<file path="src/rtl/pc_sequencer.sv">
// Fetch-stage program counter: a registered PC, combinational next-PC selection,
// stall hold and a circular return-address stack for call/ret prediction.
module pc_sequencer #(
  parameter int unsigned     AW        = 32,
  parameter bit              BYTE_ADDR = 1'b0,
  parameter logic [AW-1:0]   RESET_PC  = '0,
  parameter int unsigned     RAS_DEPTH = 4
) (
  input  logic                         clk_i,
  input  logic                         rst_i,
  input  logic                         stall_i,
  input  logic [2:0]                   npcop_i,
  input  logic [15:0]                  imm16_i,
  input  logic [25:0]                  imm26_i,
  input  logic [AW-1:0]                rs_data_i,
  output logic [AW-1:0]                pc_o,
  output logic [AW-1:0]                npc_o,
  output logic [$clog2(RAS_DEPTH):0]   ras_count_o,
  output logic                         ras_miss_o
);

  localparam int unsigned   PW  = $clog2(RAS_DEPTH);
  localparam int unsigned   CW  = PW + 1;
  localparam logic [AW-1:0] INC = BYTE_ADDR ? AW'(32'd4) : AW'(32'd1);

  typedef enum logic [2:0] {
    OP_SEQ    = 3'b000,
    OP_BRANCH = 3'b001,
    OP_JUMP   = 3'b010,
    OP_CALL   = 3'b011,
    OP_JR     = 3'b100,
    OP_RET    = 3'b101
  } npc_op_e;

  function automatic logic [AW-1:0] branch_offset(input logic [15:0] imm);
    logic [AW-1:0] off;
    off = {{(AW-16){imm[15]}}, imm};
    if (BYTE_ADDR) begin
      off = off << 2;
    end else begin
      off = off;
    end
    return off;
  endfunction

  // Jumps keep the upper PC bits and replace the region selected by the index.
  function automatic logic [AW-1:0] jump_target(input logic [AW-1:0] pc, input logic [25:0] idx);
    logic [AW-1:0] t;
    if (BYTE_ADDR) begin
      t = {pc[AW-1:28], idx, 2'b00};
    end else begin
      t = {pc[AW-1:26], idx};
    end
    return t;
  endfunction

  logic [AW-1:0] pc_q, pc_d;
  logic [PW-1:0] ptr_q, ptr_d;
  logic [CW-1:0] cnt_q, cnt_d;
  logic          miss_q, miss_d;
  logic [AW-1:0] ras_q [RAS_DEPTH];

  logic [PW-1:0] ptr_m1_s;
  logic [AW-1:0] ras_top_s;
  logic [AW-1:0] seq_pc_s;
  logic [AW-1:0] npc_s;
  logic          push_s;
  logic          ras_valid_s;
  npc_op_e       op_s;

  assign op_s        = npc_op_e'(npcop_i);
  assign ptr_m1_s    = ptr_q - PW'(1'b1);
  assign ras_top_s   = ras_q[ptr_m1_s];
  assign seq_pc_s    = pc_q + INC;
  assign ras_valid_s = (cnt_q != {CW{1'b0}});

  // Next-PC selection; reserved encodings fall through to sequential.
  always_comb begin
    npc_s = seq_pc_s;
    case (op_s)
      OP_SEQ:    npc_s = seq_pc_s;
      OP_BRANCH: npc_s = seq_pc_s + branch_offset(imm16_i);
      OP_JUMP:   npc_s = jump_target(pc_q, imm26_i);
      OP_CALL:   npc_s = jump_target(pc_q, imm26_i);
      OP_JR:     npc_s = rs_data_i;
      OP_RET:    npc_s = ras_valid_s ? ras_top_s : rs_data_i;
      default:   npc_s = seq_pc_s;
    endcase
  end

  // State update for accepted cycles; stall holds everything and clears the miss pulse.
  always_comb begin
    pc_d   = pc_q;
    ptr_d  = ptr_q;
    cnt_d  = cnt_q;
    miss_d = 1'b0;
    push_s = 1'b0;
    if (!stall_i) begin
      pc_d = npc_s;
      case (op_s)
        OP_CALL: begin
          push_s = 1'b1;
          ptr_d  = ptr_q + PW'(1'b1);
          cnt_d  = (cnt_q == CW'(RAS_DEPTH)) ? cnt_q : cnt_q + CW'(1'b1);
        end
        OP_RET: begin
          if (ras_valid_s) begin
            ptr_d = ptr_m1_s;
            cnt_d = cnt_q - CW'(1'b1);
          end else begin
            miss_d = 1'b1;
          end
        end
        default: begin
          push_s = 1'b0;
        end
      endcase
    end else begin
      pc_d = pc_q;
    end
  end

  // PC, stack pointer, occupancy, miss flag and stack entries.
  always_ff @(posedge clk_i or posedge rst_i) begin
    if (rst_i) begin
      pc_q   <= RESET_PC;
      ptr_q  <= {PW{1'b0}};
      cnt_q  <= {CW{1'b0}};
      miss_q <= 1'b0;
      for (int i = 0; i < RAS_DEPTH; i++) begin
        ras_q[i] <= {AW{1'b0}};
      end
    end else begin
      pc_q   <= pc_d;
      ptr_q  <= ptr_d;
      cnt_q  <= cnt_d;
      miss_q <= miss_d;
      if (push_s) begin
        ras_q[ptr_q] <= seq_pc_s;
      end
    end
  end

  assign pc_o        = pc_q;
  assign npc_o       = npc_s;
  assign ras_count_o = cnt_q;
  assign ras_miss_o  = miss_q;

endmodule

</file>
<file path="config.mk">
export PLATFORM = sky130hd
export DESIGN_NAME = pc_sequencer
export DESIGN_NICKNAME = d
export VERILOG_FILES = /design/src/rtl/pc_sequencer.sv
export SDC_FILE = /design/constraint.sdc
export NUM_CORES = 1
export LEC_CHECK = 0
export ABC_AREA = 1
export CORE_ASPECT_RATIO = 1.4
export CORE_MARGIN = 2
export CORE_UTILIZATION = 45
export CTS_CLUSTER_SIZE = 14
export DETAILED_ROUTE_END_ITERATION = 10
export DONT_BUFFER_PORTS = 1
export GPL_TIMING_DRIVEN = 1
export SLEW_MARGIN = 5
export SYNTH_ARGS = -nofsm -noshare
export SYNTH_HDL_FRONTEND = slang
export SYNTH_SLANG_ARGS = --single-unit
</file>
<file path="constraint.sdc">
create_clock -name clk_i -period 8.7 [get_ports clk_i]
set_clock_uncertainty 0.2 [all_clocks]
set_input_delay 0.87 -clock clk_i [delete_from_list [all_inputs] [get_ports clk_i]]
set_output_delay 0.87 -clock clk_i [all_outputs]
set_load 0.1 [all_outputs]
</file>
== Yosys cells after proc, flatten, opt, wreduce, memory -nomap -nowiden ==
Cells that the tools add are included.
Word-level totals
  bits in registers: 166
  input port bits: 80
  logic and storage cells: 53
Operators by class
  $add $sub $neg: 6
  $lt $le $gt $ge: 3
  eq/ne operators: 8
  multiplexer cells: 19
  bitwise gates (word level): 3
  reduce and logical (&&, ||, !) cells: 6
Operators with widths (count)
  $mux 32: 5
  $bwmux 128: 1
  $pmux 32 s4: 1
  $bmux 32 s2: 1
  $demux 32 s2: 1
  $add 32x1->32 const B: 1
  $add 32x32->32: 1
  $eq 3x3->1 const B: 3
  $eq 3x2->1 const B: 2
  $ge 3x3->1 const B: 2
  $mux 3: 2
  $not 2->3: 2
  $pmux 3 s2: 1
  $mux 1: 5
  $ne 2x2->1 const B: 2
  $pmux 2 s2: 1
  $reduce_and 4->1: 1
  $add 3x1->3 const B: 1
  $eq 3x1->1 const B: 1
  $lt 3x1->1 const B: 1
  $reduce_and 3->1: 1
  $reduce_bool 3->1: 1
  $sub 3x1->3 const B: 1
  $add 2x1->2 const B: 1
  other kinds (6): 6

== Logic depth before layout (Yosys ltp) ==
Gate-level depths: netlist (run 1).
  depth after elaboration: 7
  depth in mapped cells: 28

== Worst setup path before layout (run 1) ==
Ideal clock, no wire load.
  path type: register to output
  start point: register pc_q[0], in the netlist pc_o[0]
  end point: output port npc_o[24]
  data arrival time: 5.600 ns
  setup slack: 2.030 ns
  stages on the path, launching flop included: 19
  cells stage by stage: dfrtp_1 > ha_1 > nand2_1 > inv_1 > nand2_2 > nor2_2 > nand2_1 > nor2_2 > nand2_1 > xor2_1 > inv_1 > ha_1 > nand2_1 > nor2_1 > nor3b_1 > nand3_1 > nand4_1 > nand3_1 > a21boi_0
Between the ends
  cells in the longest elaborated chain, start to end: 3
Ends and longest elaborated chain
  start, declared: RTL line 57  | logic [AW-1:0] pc_q, pc_d;
  start signal, assigned: RTL line 134  | pc_q <= pc_d;
  $add 32x1->32: RTL line 74  | assign seq_pc_s = pc_q + INC;
  via seq_pc_s[20]: RTL line 65  | logic [AW-1:0] seq_pc_s;
  $add 32x32->32: RTL line 82  | OP_BRANCH: npc_s = seq_pc_s + branch_offset(imm16_i);
  $pmux 32 s4: RTL line 80  | case (op_s)
  end, declared: RTL line 17  | output logic [AW-1:0] npc_o,
The timed path passes the listed nets, and every way through them passes these cells.

== Worst setup path after layout (run 1) ==
  start point: register pc_q[0], in the netlist pc_o[0]
  end point: output port npc_o[18]
Same word-level chain as after synthesis.

==> results of run 1 <==
critical path, delay by kind of cell (launching register included):
kind / cells / cell delay [ps]
fa+ha+maj: 2 / 700
buf+inv: 3 / 350
compound gates: 1 / 360
simple gates: 12 / 2470
xor+xnor: 1 / 400
flops: 1 / 1090
cell type report:
cell class / instances / area [µm²] / area share
clock inverters: 12 / 128 / 0.0101
flip-flops and latches: 166 / 4160 / 0.329
inverters: 190 / 718 / 0.0568
well taps: 319 / 399 / 0.0316
multi-input cells: 1308 / 6520 / 0.516
clock buffers: 20 / 457 / 0.0361
diodes: 1 / 2.50 / 0.000198
repair buffers: 35 / 263 / 0.0208
cells in the mapped netlist (6+ instances only):
library cell  number  area (µm²)
nand3_1          101         505
or2_2              6        37.5
o21ai_1           13        65.1
nor2_1           114         428
xor2_1            14         123
o21ai_0          172         861
a21oi_1           76         380
o211ai_1          11        82.6
nor3_1            10        50.1
nor4_1             6        37.5
a211oi_1           6        45.0
clkbuf_1          50         188
dfrtp_1          166        4150
and2_1            10        62.6
ha_1              43         538
o22ai_1           15        93.8
inv_2             10        37.5
buf_2             15        75.1
nand4_1            9        56.3
a22oi_1           10        75.1
inv_1            179         672
nor2_2             6        37.5
nand2_1          625        2350
power breakdown:
| part | total [mW] | internal, mW | switching [mW] |
|---|---|---|---|
| clock | 0.765 | 0.437 | 0.327 |
| sequential | 1.50 | 1.04 | 0.461 |
| combinational | 1.92 | 0.533 | 1.39 |
| total | 4.19 | 2.01 | 2.18 |
metrics by stage:
step / instances / hold WS, ps / total power, mW / cell area [µm²] / setup slack [ps]
floorplan: 1731 / 248 / 2.89 / 11500 / 2030
global placement: 2018 / 261 / 3.39 / 12100 / 2420
detailed placement: 2018 / 268 / 3.41 / 12100 / 2350
CTS: 2050 / 284 / 4.18 / 12600 / 1860
global route: 2051 / 286 / 4.48 / 12600 / 1580
finish: 2051 / 258 / 4.19 / 12600 / 1810
cell families (layout without fill, tap and decap cells):
kind of cell / after synthesis / count (layout) / synth area share
buf+inv: 257 / 257 / 0.0855
flops: 166 / 166 / 0.360
xor+xnor: 16 / 16 / 0.0144
simple gates: 919 / 919 / 0.335
compound gates: 328 / 328 / 0.155
fa+ha+maj: 45 / 45 / 0.0500
other cells: 0 / 1 / 0
sequential cells by signal (all words and copies together), names as in the netlist:
name,cells
pc_o,32
ptr_q,2
ras_count_o,3
ras_miss_o,1
ras_q,128
per-layer routing:
metal / share of wire / global-route usage / up-vias / wire, µm
li1: - / - / 5545 / -
met3: 0.074 / 0.0465 / 95 / 3010
met2: 0.47 / 0.507 / 456 / 19300
met1: 0.41 / 0.401 / 5391 / 16800
met5: 0.00032 / 0 / - / 13
met4: 0.038 / 0.122 / 2 / 1560
worst max path at each step:
stage / start / endpoint / slack, ps / cells past startpoint
3_5_place_dp: pc_o[0]$_DFFE_PP0N_ / npc_o[18] / 2350 / 19
6_report: pc_o[0]$_DFFE_PP0N_ / npc_o[18] / 1810 / 19
4_1_cts: pc_o[0]$_DFFE_PP0N_ / npc_o[18] / 1860 / 19
5_1_grt: pc_o[0]$_DFFE_PP0N_ / npc_o[18] / 1580 / 19
2_1_floorplan: pc_o[0]$_DFFE_PP0N_ / npc_o[24] / 2030 / 18
3_3_place_gp: pc_o[0]$_DFFE_PP0N_ / npc_o[18] / 2420 / 19
placed cells by master (no fill, tap or decap), drive strengths merged, types with 16 or more instances in the layout:
cell type  count
buf           35
a21oi         76
inv          190
nand2        632
clkbuf        20
xor2          16
nor2         128
o21ai        185
dfrtp        166
nand3        102
ha            43
==> results_dict.tcl, run 1 <==
set metrics [dict create \
    status "finished, final reports clean" \
    post_cts_resized 0 \
    crit_slowest_cell "dfrtp_1" \
    cts_tree "done" \
    max_cap_violations 0 \
    first_iter_violations 1076 \
    cts-root-buf "clkbuf_16" \
    hold_violations 0 \
    clkLatencyLatePin_ps 440 \
    wl_um 40700 \
    num_vias 11500 \
    critPathMaxStageDelay_ps 1090 \
    vdd_drop_max_v 0.000456 \
    setup_viol_count_final 0 \
    yosysWarnings 0 \
    dp_hpwl_um 29700 \
    io_buffers 0 \
    fillers 2637 \
    antenna_found_initial 2 \
    cts_buffers 17 \
    htreeDepth 4 \
    arrival_ps 5820 \
    die_y_um 194 \
    hold_path_class "primary input to asynchronous set/reset pin" \
    syn_nets 1856 \
    final_core_util 0.500 \
    tns_ps 0 \
    wl_per_cell_um 19.8 \
    drv_slew 0 \
    drive_gt1_frac 0.0797 \
    postSynthCellCount 1731 \
    r2r_cells 21 \
    p_per_area_nw_per_um2 331 \
    crit_top_cell "nand2_1" \
    synthesis.area_um2 11500 \
    crit_type "flop to primary output" \
    viasPerCell 5.60 \
    fmax_mhz 145 \
    area_growth_pct 9.46 \
    synthDistinctLibCells 50 \
    reg2reg_slack_ps 3060 \
    grt_pass1_wl_um 63900 \
    synthFlopType "dfrtp_1" \
    gp_congestion 0.964 \
    start_kind "flop" \
    initial_utilization 0.457 \
    synthArstFlopShare 1.00 \
    crit_fanout 8 \
    clock_path_buffers 2 \
    tightest_slew_ps 1140 \
    rows 69 \
    min_period_ps 6890 \
    die-area_um2 27000 \
    layout.nets 1843 \
    drtPass1Iterations 5 \
    final.period_utilization 0.792 \
    coreArea_um2 25300 \
    relSlewSlack 0.238 \
    post-cts-setup-buffers 0 \
    worst_ep_required_time_ps 7630 \
    die_width_um 139 \
    r2r-end "pc_o[29]$_DFFE_PP0N_" \
    clk_pin_slew_ps 60 \
    worstPathCellList "ha_1 > nand2_1 > inv_1 > nand2_2 > nor2_2 > nand2_1 > nor2_2 > xor2_1 > inv_1 > ha_1 > nand2_1 > nor2_1 > nand2_1 > inv_1 > nand2_1 > nand2_1 > nor2_1 > o21ai_0 > and2_1" \
    cts.sinks 166 \
    power.leakage_nw 6.40 \
    synth_seq_cells 166 \
    overflow 0 \
    ios 148 \
    drc 0 \
    grt_max_degree 92 \
    gr-usage-all-layers 0.306 \
    cts_hold_buf 0 \
    synth-edff-count 0 \
    grt_setup_unrepaired "false" \
    end_kind "primary output" \
    worstReg2RegStart "pc_o[0]$_DFFE_PP0N_" \
    grt_pass1_vias 11100 \
    syn_avg_cell_area_um2 6.67 \
    ys_seq_area_frac 0.360 \
    ant_nets 0 \
]
(Power assumes the default switching activity.)
==> run 2: changes to the inputs <==
==> constraint.sdc (replaced) <==
create_clock -name clk_i -period 6.2 [get_ports clk_i]
set_clock_uncertainty 0.2 [all_clocks]
set_input_delay 0.62 -clock clk_i [delete_from_list [all_inputs] [get_ports clk_i]]
set_output_delay 0.62 -clock clk_i [all_outputs]
set_load 0.1 [all_outputs]
==> results_dict.tcl, run 2 (same netlist as run 1, synthesis figures left out) <==
set metrics [dict create \
    final.period_utilization 0.900 \
    largest-register "ras_q" \
    largest_register_ffs 128 \
    seq_power_share 0.277 \
    ant_nets 0 \
    grt_pass1_wl_um 62700 \
    p_per_area_nw_per_um2 467 \
    tightest_slew_ps 1040 \
    fillers 2588 \
    antenna_found_initial 4 \
    clkLatencyLatePin_ps 440 \
    htreeDepth 4 \
    drtPass1Iterations 6 \
    power.leakage_nw 6.67 \
    pwr-share-clk 0.199 \
    p_sw_frac 0.499 \
    gp_congestion 0.978 \
    p_switching_mw 3.05 \
    viasPerCell 5.53 \
    die_y_um 194 \
    end_kind "primary output" \
    status "finished, final reports clean" \
    rows 69 \
    relSlewSlack 0.308 \
    power_mw 6.11 \
    arrival_ps 4760 \
    start_kind "flop" \
    cts_buffers 17 \
    setup_viol_count_final 0 \
    worst_ep_required_time_ps 5380 \
    die-area_um2 27000 \
    fmax_mhz 179 \
    crit_fanout 6 \
    area_growth_pct 13.2 \
    fin_ws_ps 617 \
    grt_pass1_vias 11100 \
    min_period_ps 5580 \
    grt_setup_unrepaired "false" \
    hold_violations 0 \
    cts_tree "done" \
    clk_pin_slew_ps 70 \
    cts.sinks 166 \
    layout_commonest_cell "nand2_1" \
    pwr-share-comb 0.523 \
    post_cts_resized 0 \
    max_cap_violations 0 \
    layout.nets 1889 \
    gr-usage-all-layers 0.298 \
    die_width_um 139 \
    wl_um 39900 \
    num_vias 11600 \
    ios 148 \
    overflow 0 \
    drive_gt1_frac 0.104 \
    wl_per_cell_um 19.0 \
    drv_slew 0 \
    vdd_drop_max_v 0.000498 \
    first_iter_violations 1002 \
    final_cells 2097 \
    dp.cells 2063 \
    coreArea_um2 25300 \
    dp_hpwl_um 29600 \
    hold_path_class "primary input to flop" \
    final_core_util 0.517 \
    cts-root-buf "clkbuf_16" \
    io_buffers 0 \
    crit_type "flop to primary output" \
    grt_max_degree 71 \
    drc 0 \
    place_ws_ps 1160 \
    clock_path_buffers 2 \
    mostFrequentLayoutCells "621 x nand2_1, 178 x inv_1, 172 x o21ai_0" \
    initial_utilization 0.457 \
    tns_ps 0 \
    p_int_mw 3.06 \
]
-- run 2: changes by cell type in the layout (fill, tap and decap cells not counted) --
cell | before | now
clkbuf_1 | 1 | 0
dlygate4sd3_1 | 0 | 1
clkinv_2 | 5 | 2
clkbuf_8 | 2 | 4
buf_4 | 35 | 80
bufinv_16 | 2 | 5
clkinv_4 | 3 | 2
-- run 2: cell type report --
| class | count | area, µm² | area share |
|---|---|---|---|
| Multi-Input combinational cell | 1308 | 6520 | 0.498 |
| Sequential cell | 166 | 4160 | 0.318 |
| Inverter | 190 | 718 | 0.0549 |
| Antenna cell | 1 | 2.50 | 0.000191 |
| Timing Repair Buffer | 81 | 611 | 0.0467 |
| Clock buffer | 21 | 480 | 0.0367 |
| Clock inverter | 11 | 194 | 0.0148 |
| Tap cell | 319 | 399 | 0.0305 |
-- run 2: critical path: stages (launching register included) --
cell	delay [ps]
dfrtp_1	330
buf_4	310
nand2_1	190
nor2_8	140
nand2_2	90
nor2_2	240
nand2_1	170
nor2_2	160
nand2_1	80
xor2_1	420
inv_1	90
ha_1	390
nand2_1	130
nor2_1	220
nor3b_1	360
nand3_1	220
nand4_1	190
nand3_1	130
a21boi_2	150
buf_4	300
-- run 2: per-stage QoR --
| step | cell area, µm² | hold slack, ps |
|---|---|---|
| final | 13100 | 55.3 |
| after global routing | 13100 | 44.4 |
| after CTS | 13100 | 44.7 |
| after detailed placement | 12400 | 268 |
| after global placement | 12400 | 261 |
| after floorplan | 11500 | 248 |
-- run 2: per-layer routing --
layer | vias to the layer above | routed length [µm] | part of all wire | GRT usage
met4 | 6 | 1270 | 0.032 | 0.112
met2 | 383 | 19200 | 0.48 | 0.488
li1 | 5639 | - | - | -
met1 | 5487 | 16700 | 0.42 | 0.389
met3 | 83 | 2650 | 0.066 | 0.0601
met5 | - | 46 | 0.0012 | 0
-- run 2: path summary, 6_finish.rpt --
check	start	end	slack, ps	cells past startpoint
setup / recovery	pc_o[5]$_DFFE_PP0N_	npc_o[24]	620	19
hold / removal	stall_i	ras_miss_o$_DFF_PP0_	60	1
setup reg to reg	pc_o[5]$_DFFE_PP0N_	pc_o[29]$_DFFE_PP0N_	1750	23
hold reg to reg	ras_q[47]$_DFFE_PP0P_	ras_q[47]$_DFFE_PP0P_	280	2
max in group asynchronous	rst_i	ptr_q[0]$_DFFE_PP0P_	4080	3
min in group asynchronous	rst_i	ras_q[63]$_DFFE_PP0P_	510	2
-- run 2: what timing repair did --
action,CTS,global route
hold buffers,1,0
hold endpoints to repair,43,0
buffers inserted,0,0
-- run 2: power by group through the flow --
stage,Combinational [mW],Clock (mW),Sequential (mW)
after global placement,3.16,0,1.69
after global routing,3.51,1.28,1.74
after floorplan,1.98,0,2.07
after CTS,3.19,1.23,1.69
final,3.20,1.22,1.70
after detailed placement,3.18,0,1.71
